--- src/rtl/fir_pkg.sv ---
// Shared defaults, FSM state encoding and round-count helper for the FIR MAC scheduler.
package fir_pkg;

  localparam int unsigned DEF_TAPS = 3;
  localparam int unsigned DEF_NMUL = 2;
  localparam int unsigned DEF_DW   = 8;
  localparam int unsigned DEF_CW   = 8;
  localparam int unsigned DEF_ACCW = 18;

  typedef enum logic [1:0] {
    IDLE  = 2'd0,
    ISSUE = 2'd1,
    DRAIN = 2'd2,
    HOLD  = 2'd3
  } state_t;

  // Number of issue rounds needed to cover all taps with the available lanes.
  function automatic int unsigned rounds(input int unsigned taps, input int unsigned nmul);
    return (taps + nmul - 1) / nmul;
  endfunction

endpackage

--- src/rtl/fir_mul_lane.sv ---
// One registered signed multiplier lane shared across taps by the scheduler.
module fir_mul_lane
  import fir_pkg::*;
#(
  parameter int unsigned DW = DEF_DW,
  parameter int unsigned CW = DEF_CW
) (
  input  logic                       clk,
  input  logic                       rst_n,
  input  logic signed [DW-1:0]       a,
  input  logic signed [CW-1:0]       b,
  output logic signed [DW+CW-1:0]    p
);

  localparam int unsigned PW = DW + CW;

  always_ff @(posedge clk or negedge rst_n) begin
    if (!rst_n) p <= '0;
    else        p <= PW'(a) * PW'(b);
  end

endmodule

--- src/rtl/fir_mac_scheduler.sv ---
// Time-shares NMUL multiplier lanes over a TAPS-tap signed FIR and hands the
// accumulated result downstream through a valid/ready port.
module fir_mac_scheduler
  import fir_pkg::*;
#(
  parameter  int unsigned TAPS = DEF_TAPS,
  parameter  int unsigned NMUL = DEF_NMUL,
  parameter  int unsigned DW   = DEF_DW,
  parameter  int unsigned CW   = DEF_CW,
  parameter  int unsigned ACCW = DEF_ACCW,
  localparam int unsigned AW   = (TAPS > 1) ? $clog2(TAPS) : 1
) (
  input  logic                   clk,
  input  logic                   rst_n,
  input  logic                   in_valid,
  output logic                   in_ready,
  input  logic signed [DW-1:0]   in_data,
  input  logic                   cfg_we,
  output logic                   cfg_ready,
  input  logic [AW-1:0]          cfg_addr,
  input  logic signed [CW-1:0]   cfg_data,
  output logic                   out_valid,
  input  logic                   out_ready,
  output logic signed [ACCW-1:0] out_data,
  output logic                   busy
);

  localparam int unsigned R  = rounds(TAPS, NMUL);
  localparam int unsigned RW = (R > 1) ? $clog2(R) : 1;
  localparam int unsigned PW = DW + CW;
  localparam int unsigned NP = R * NMUL;

  state_t state, state_nxt;

  logic [RW-1:0]          rnd;
  logic signed [DW-1:0]   x      [TAPS];
  logic signed [CW-1:0]   coef   [TAPS];
  logic signed [DW-1:0]   x_pad  [NP];
  logic signed [CW-1:0]   r_pad  [NP];
  logic signed [DW-1:0]   lane_a [NMUL];
  logic signed [CW-1:0]   lane_b [NMUL];
  logic signed [PW-1:0]   lane_p [NMUL];
  logic signed [ACCW-1:0] acc;
  logic signed [ACCW-1:0] lane_sum_c;
  logic                   accept_c;
  logic                   cfg_take_c;
  logic                   last_round_c;

  assign accept_c     = in_valid & in_ready;
  assign cfg_take_c   = cfg_we & cfg_ready;
  assign last_round_c = (rnd == RW'(R - 1));

  always_ff @(posedge clk or negedge rst_n) begin
    if (!rst_n) state <= IDLE;
    else        state <= state_nxt;
  end

  always_comb begin
    state_nxt = state;
    case (state)
      IDLE:    if (accept_c) state_nxt = ISSUE;
      ISSUE:   if (last_round_c) state_nxt = DRAIN;
      DRAIN:   state_nxt = HOLD;
      HOLD:    if (out_ready) state_nxt = IDLE;
      default: state_nxt = IDLE;
    endcase
  end

  // Handshake readiness is a pure decode of the registered state.
  always_comb begin
    in_ready  = 1'b0;
    cfg_ready = 1'b0;
    busy      = 1'b1;
    if (state == IDLE) begin
      in_ready  = 1'b1;
      cfg_ready = 1'b1;
      busy      = 1'b0;
    end
  end

  // Zero-pad taps up to a whole number of rounds so idle lanes multiply 0 by 0.
  always_comb begin
    for (int k = 0; k < NP; k++) begin
      x_pad[k] = '0;
      r_pad[k] = '0;
    end
    for (int k = 0; k < TAPS; k++) begin
      x_pad[k] = x[k];
      r_pad[k] = coef[k];
    end
  end

  always_comb begin
    for (int i = 0; i < NMUL; i++) begin
      lane_a[i] = '0;
      lane_b[i] = '0;
      for (int j = 0; j < R; j++) begin
        if (state == ISSUE && rnd == RW'(j)) begin
          lane_a[i] = x_pad[j * NMUL + i];
          lane_b[i] = r_pad[j * NMUL + i];
        end
      end
    end
  end

  for (genvar g = 0; g < NMUL; g++) begin : g_lane
    fir_mul_lane #(.DW(DW), .CW(CW)) u_lane (
      .clk   (clk),
      .rst_n (rst_n),
      .a     (lane_a[g]),
      .b     (lane_b[g]),
      .p     (lane_p[g])
    );
  end

  always_comb begin
    lane_sum_c = '0;
    for (int i = 0; i < NMUL; i++) lane_sum_c = lane_sum_c + ACCW'(lane_p[i]);
  end

  // Delay line, coefficient bank, round counter, accumulator and result register.
  always_ff @(posedge clk or negedge rst_n) begin
    if (!rst_n) begin
      for (int k = 0; k < TAPS; k++) begin
        x[k]    <= '0;
        coef[k] <= '0;
      end
      rnd       <= '0;
      acc       <= '0;
      out_data  <= '0;
      out_valid <= 1'b0;
    end else begin
      if (cfg_take_c) begin
        for (int k = 0; k < TAPS; k++)
          if (cfg_addr == AW'(k)) coef[k] <= cfg_data;
      end
      if (accept_c) begin
        x[0] <= in_data;
        for (int k = 1; k < TAPS; k++) x[k] <= x[k-1];
        rnd <= '0;
        acc <= '0;
      end
      case (state)
        ISSUE: begin
          rnd <= rnd + RW'(1);
          if (rnd != '0) acc <= acc + lane_sum_c;
        end
        DRAIN: begin
          out_data  <= acc + lane_sum_c;
          out_valid <= 1'b1;
        end
        HOLD: if (out_ready) out_valid <= 1'b0;
        default: ;
      endcase
    end
  end

endmodule

--- config.mk ---
export PLATFORM = sky130hd
export DESIGN_NAME = fir_mac_scheduler
export DESIGN_NICKNAME = d
export VERILOG_FILES = /design/src/rtl/fir_pkg.sv /design/src/rtl/fir_mul_lane.sv /design/src/rtl/fir_mac_scheduler.sv
export SDC_FILE = /design/constraint.sdc
export NUM_CORES = 1
export LEC_CHECK = 0
export BUFFER_PORTS_ARGS = -buffer_cell sky130_fd_sc_hd__clkbuf_2
export CAP_MARGIN = 20
export CORE_MARGIN = 1
export CORE_UTILIZATION = 64
export DETAILED_ROUTE_END_ITERATION = 10
export PLACE_DENSITY = 0.82
export SYNTH_ARGS = -nofsm -noshare
export SYNTH_HDL_FRONTEND = slang
export SYNTH_SLANG_ARGS = --single-unit
--- constraint.sdc ---
create_clock -name clk -period 7.58 [get_ports clk]
set_clock_uncertainty 0.15 [all_clocks]
set_input_delay 0.379 -clock clk [delete_from_list [all_inputs] [get_ports clk]]
set_output_delay 0.379 -clock clk [all_outputs]
set_load 0.03 [all_outputs]
==> run metrics <==
Synth Register Bits between 100 and 150; pin count of the biggest net entering global routing 86; part of the cycle the worst path needs between 70 and 80%; maximum level of the CTS H-tree 4; crit path time final about 6000 ps; DRC 0; commonest cells after routing, fill and taps aside 181 x inv_1, 128 x fa_1, 120 x dfrtp_1, 78 x ha_1, 75 x mux2_2; Hold Startpoint in_data[4]; worst min-delay path category in -> reg; Initial DRT Pass Iterations 5; area delta synth->final 10.70%; DP Area 11050 sq um; Detailed Route Iter0 Violations around 560; commonest non-fill, non-tap cell in the layout inv_1; post-synth top area share 28.28%; crit path max fanout 38; EDFF count, synth 0; Fmax achieved 169.1 MHz; CTS Root Cell clkbuf_16; syn nets 1246; DR WL met3 1259 um; Initial Utilization 66.12%; wire per inst between 15 and 20 um; Synth Instances slightly above 1000; dpl cells roughly 1300; share of post-route cells with drive strength above 1 15.69%; RSZ-0062 raised after global routing false; routed wl met2 between 10000 and 15000 um; top layer in use met4; multi-input logic area roughly 6800 sq um; Core Area roughly 16000 sq um; via count 7463; Reg-to-Reg End g_lane[1].u_lane.p[15]; clock latency on the worst-skew pair 430 ps; Port Buffers 44; actual slew at the worst max-slew pin 949.4 ps; CTS tree built; initial antenna violation count 0; FFs w/ async S/R, synth 100.0%; final design instance area without fill ~12000 sq um; diode count 0; Synth Warn # 0; R2R cell count 17; met1 wire length around 9700 um; CP arrival 6070 ps; GRT Residual Overflow 0; Sink Count 120; status finished clean; synth top area cells dfrtp_1 28%, fa_1 24%, ha_1 9.2%; final RePlAce weighted congestion 0.8683; Synth cell types 58; setup TNS 0 ps; Cell Pwr Density between 400 and 500 nW/um^2; Worst Setup Start Kind register; Total GRT Usage 30.74%; Rel. slew slack between 30% and 40%; Mean Syn Cell Area between 10 and 15 sq um; register-to-register path setup slack approximately 1700 ps; CTS max path bufs 2; I/O pin count 45; Non-Filler Instances between 1000 and 1500; FP Rows 46; Hold Path Depth 2; Die ar. 17110 sq um; critical path endpoint category register; first-pass GRT wire length ~40000 um; CP required 7730 ps; synthesized area ~11000 sq um; Resized cells post-CTS 0; CTS buffer count 17; Top FF cell, synth dfrtp_1; # Post-CTS Setup Buffers 0; peak supply drop about 0.00029 V; Reg area 3003 sq um; die width about 130 um; total power ~5500 uW; WL final 23480 um; Final Hold Fails 0; ANT nets after route 0; Leak between 0.006 and 0.007 uW; # setup viols final 0; clk slew on worst S/H paths 60 ps; drt via density 5.799; cell taking the most area after synthesis dfrtp_1; max-slew violations 0; R2R Path Start last_round_c; critical path type reg -> reg; Worst Hold Path EP x[20]; DP HPWL 17310 um; max cap viols 0; filler cell count between 1000 and 1500; Layout Nets 1287; sequential element share of the synthesized area 28.28%; vias in the first global route ~7900; Die Y roughly 130 um
[per-layer routing]
| metal | vias up | track usage [%] |
|---|---|---|
| met3 | 70 | 5.008 |
| met2 | 266 | 51.73 |
| met4 | 0 | 14.13 |
| met1 | 3730 | 39.24 |
| met5 | - | 0 |
| li1 | 3397 | - |
[power breakdown]
group / switching (uW) / internal, uW / total, uW
Sequential: 322 / 940 / 1260
Combinational: 1920 / 1380 / 3300
Clock: 300 / 610 / 910
[sequential cells by signal (all words and copies together), names as in the netlist]
name and count:
last_round_c 1, coef 24, x 24, out_valid 1, acc 18, out_data 18, g_lane.u_lane.p 32, state 2
[critical path, stage by stage (launching register included)]
cell	delay (ps)
dfrtp_1	680
nor2b_2	560
buf_4	390
nand3_1	170
fa_1	520
fa_1	530
inv_1	60
fa_1	530
inv_1	50
fa_1	470
inv_1	40
ha_1	320
nand2_1	80
a2bb2oi_1	220
a21oi_1	130
o41ai_1	550
mux2i_1	250
nand4_1	80
[final cells by class]
type                    count  area share, %
repair buffers             51          2.704
multi-input cells         687          58.03
clock buffers              22          4.034
inverters                 181          5.780
flip-flops and latches    120          25.55
clock inverters            10          1.607
well taps                 216          2.299
[synth_stat cells, drive strengths merged, types with 12 or more instances]
master	instances
dfrtp	120
xnor2	35
nor2	70
clkbuf	20
o21ai	21
mux2	75
nand3	32
a21oi	30
ha	78
and3	43
nand2	50
a21o	12
inv	181
fa	128
[how the worst max path moves through the flow]
| stage | startpoint | end | depth (start not counted) |
|---|---|---|---|
| after floorplan | last_round_c | g_lane[0].u_lane.p[14] | 19 |
| after global placement | last_round_c | g_lane[1].u_lane.p[15] | 17 |
| after detailed placement | last_round_c | g_lane[1].u_lane.p[15] | 17 |
| after CTS | last_round_c | g_lane[1].u_lane.p[15] | 17 |
| after global routing | last_round_c | g_lane[1].u_lane.p[15] | 17 |
| final | last_round_c | g_lane[1].u_lane.p[15] | 17 |
[kinds of logic (layout without fill, tap and decap cells)]
family                     Yosys count  count (layout)  synth area share (%)
adders and majority gates          206             206                 33.33
buffers and inverters              210             264                 7.542
xor gates and xnor gates            44              44                 3.630
AOI/OAI and AO/OA                  113             113                 7.365
DFF                                120             120                 28.28
and+or+nand+nor                    241             241                 11.15
muxes                               83              83                 8.708
[what timing repair did]
action,CTS,global route
endpoints found under the setup margin,0,0
endpoints found under the hold margin,35,0
hold buffers,1,0
[through the flow]
stage / setup WS (ps) / utilization, % / hold slack (ps)
after detailed placement: 1714 / 68.83 / 227.3
final: 1667 / 73.20 / 29.88
after global routing: 1255 / 73.20 / 28.66
after floorplan: 2234 / - / -66.59
after CTS: 1710 / 73.02 / 21.28
after global placement: 1954 / 68.66 / 225.2
(Power assumes the default switching activity.)
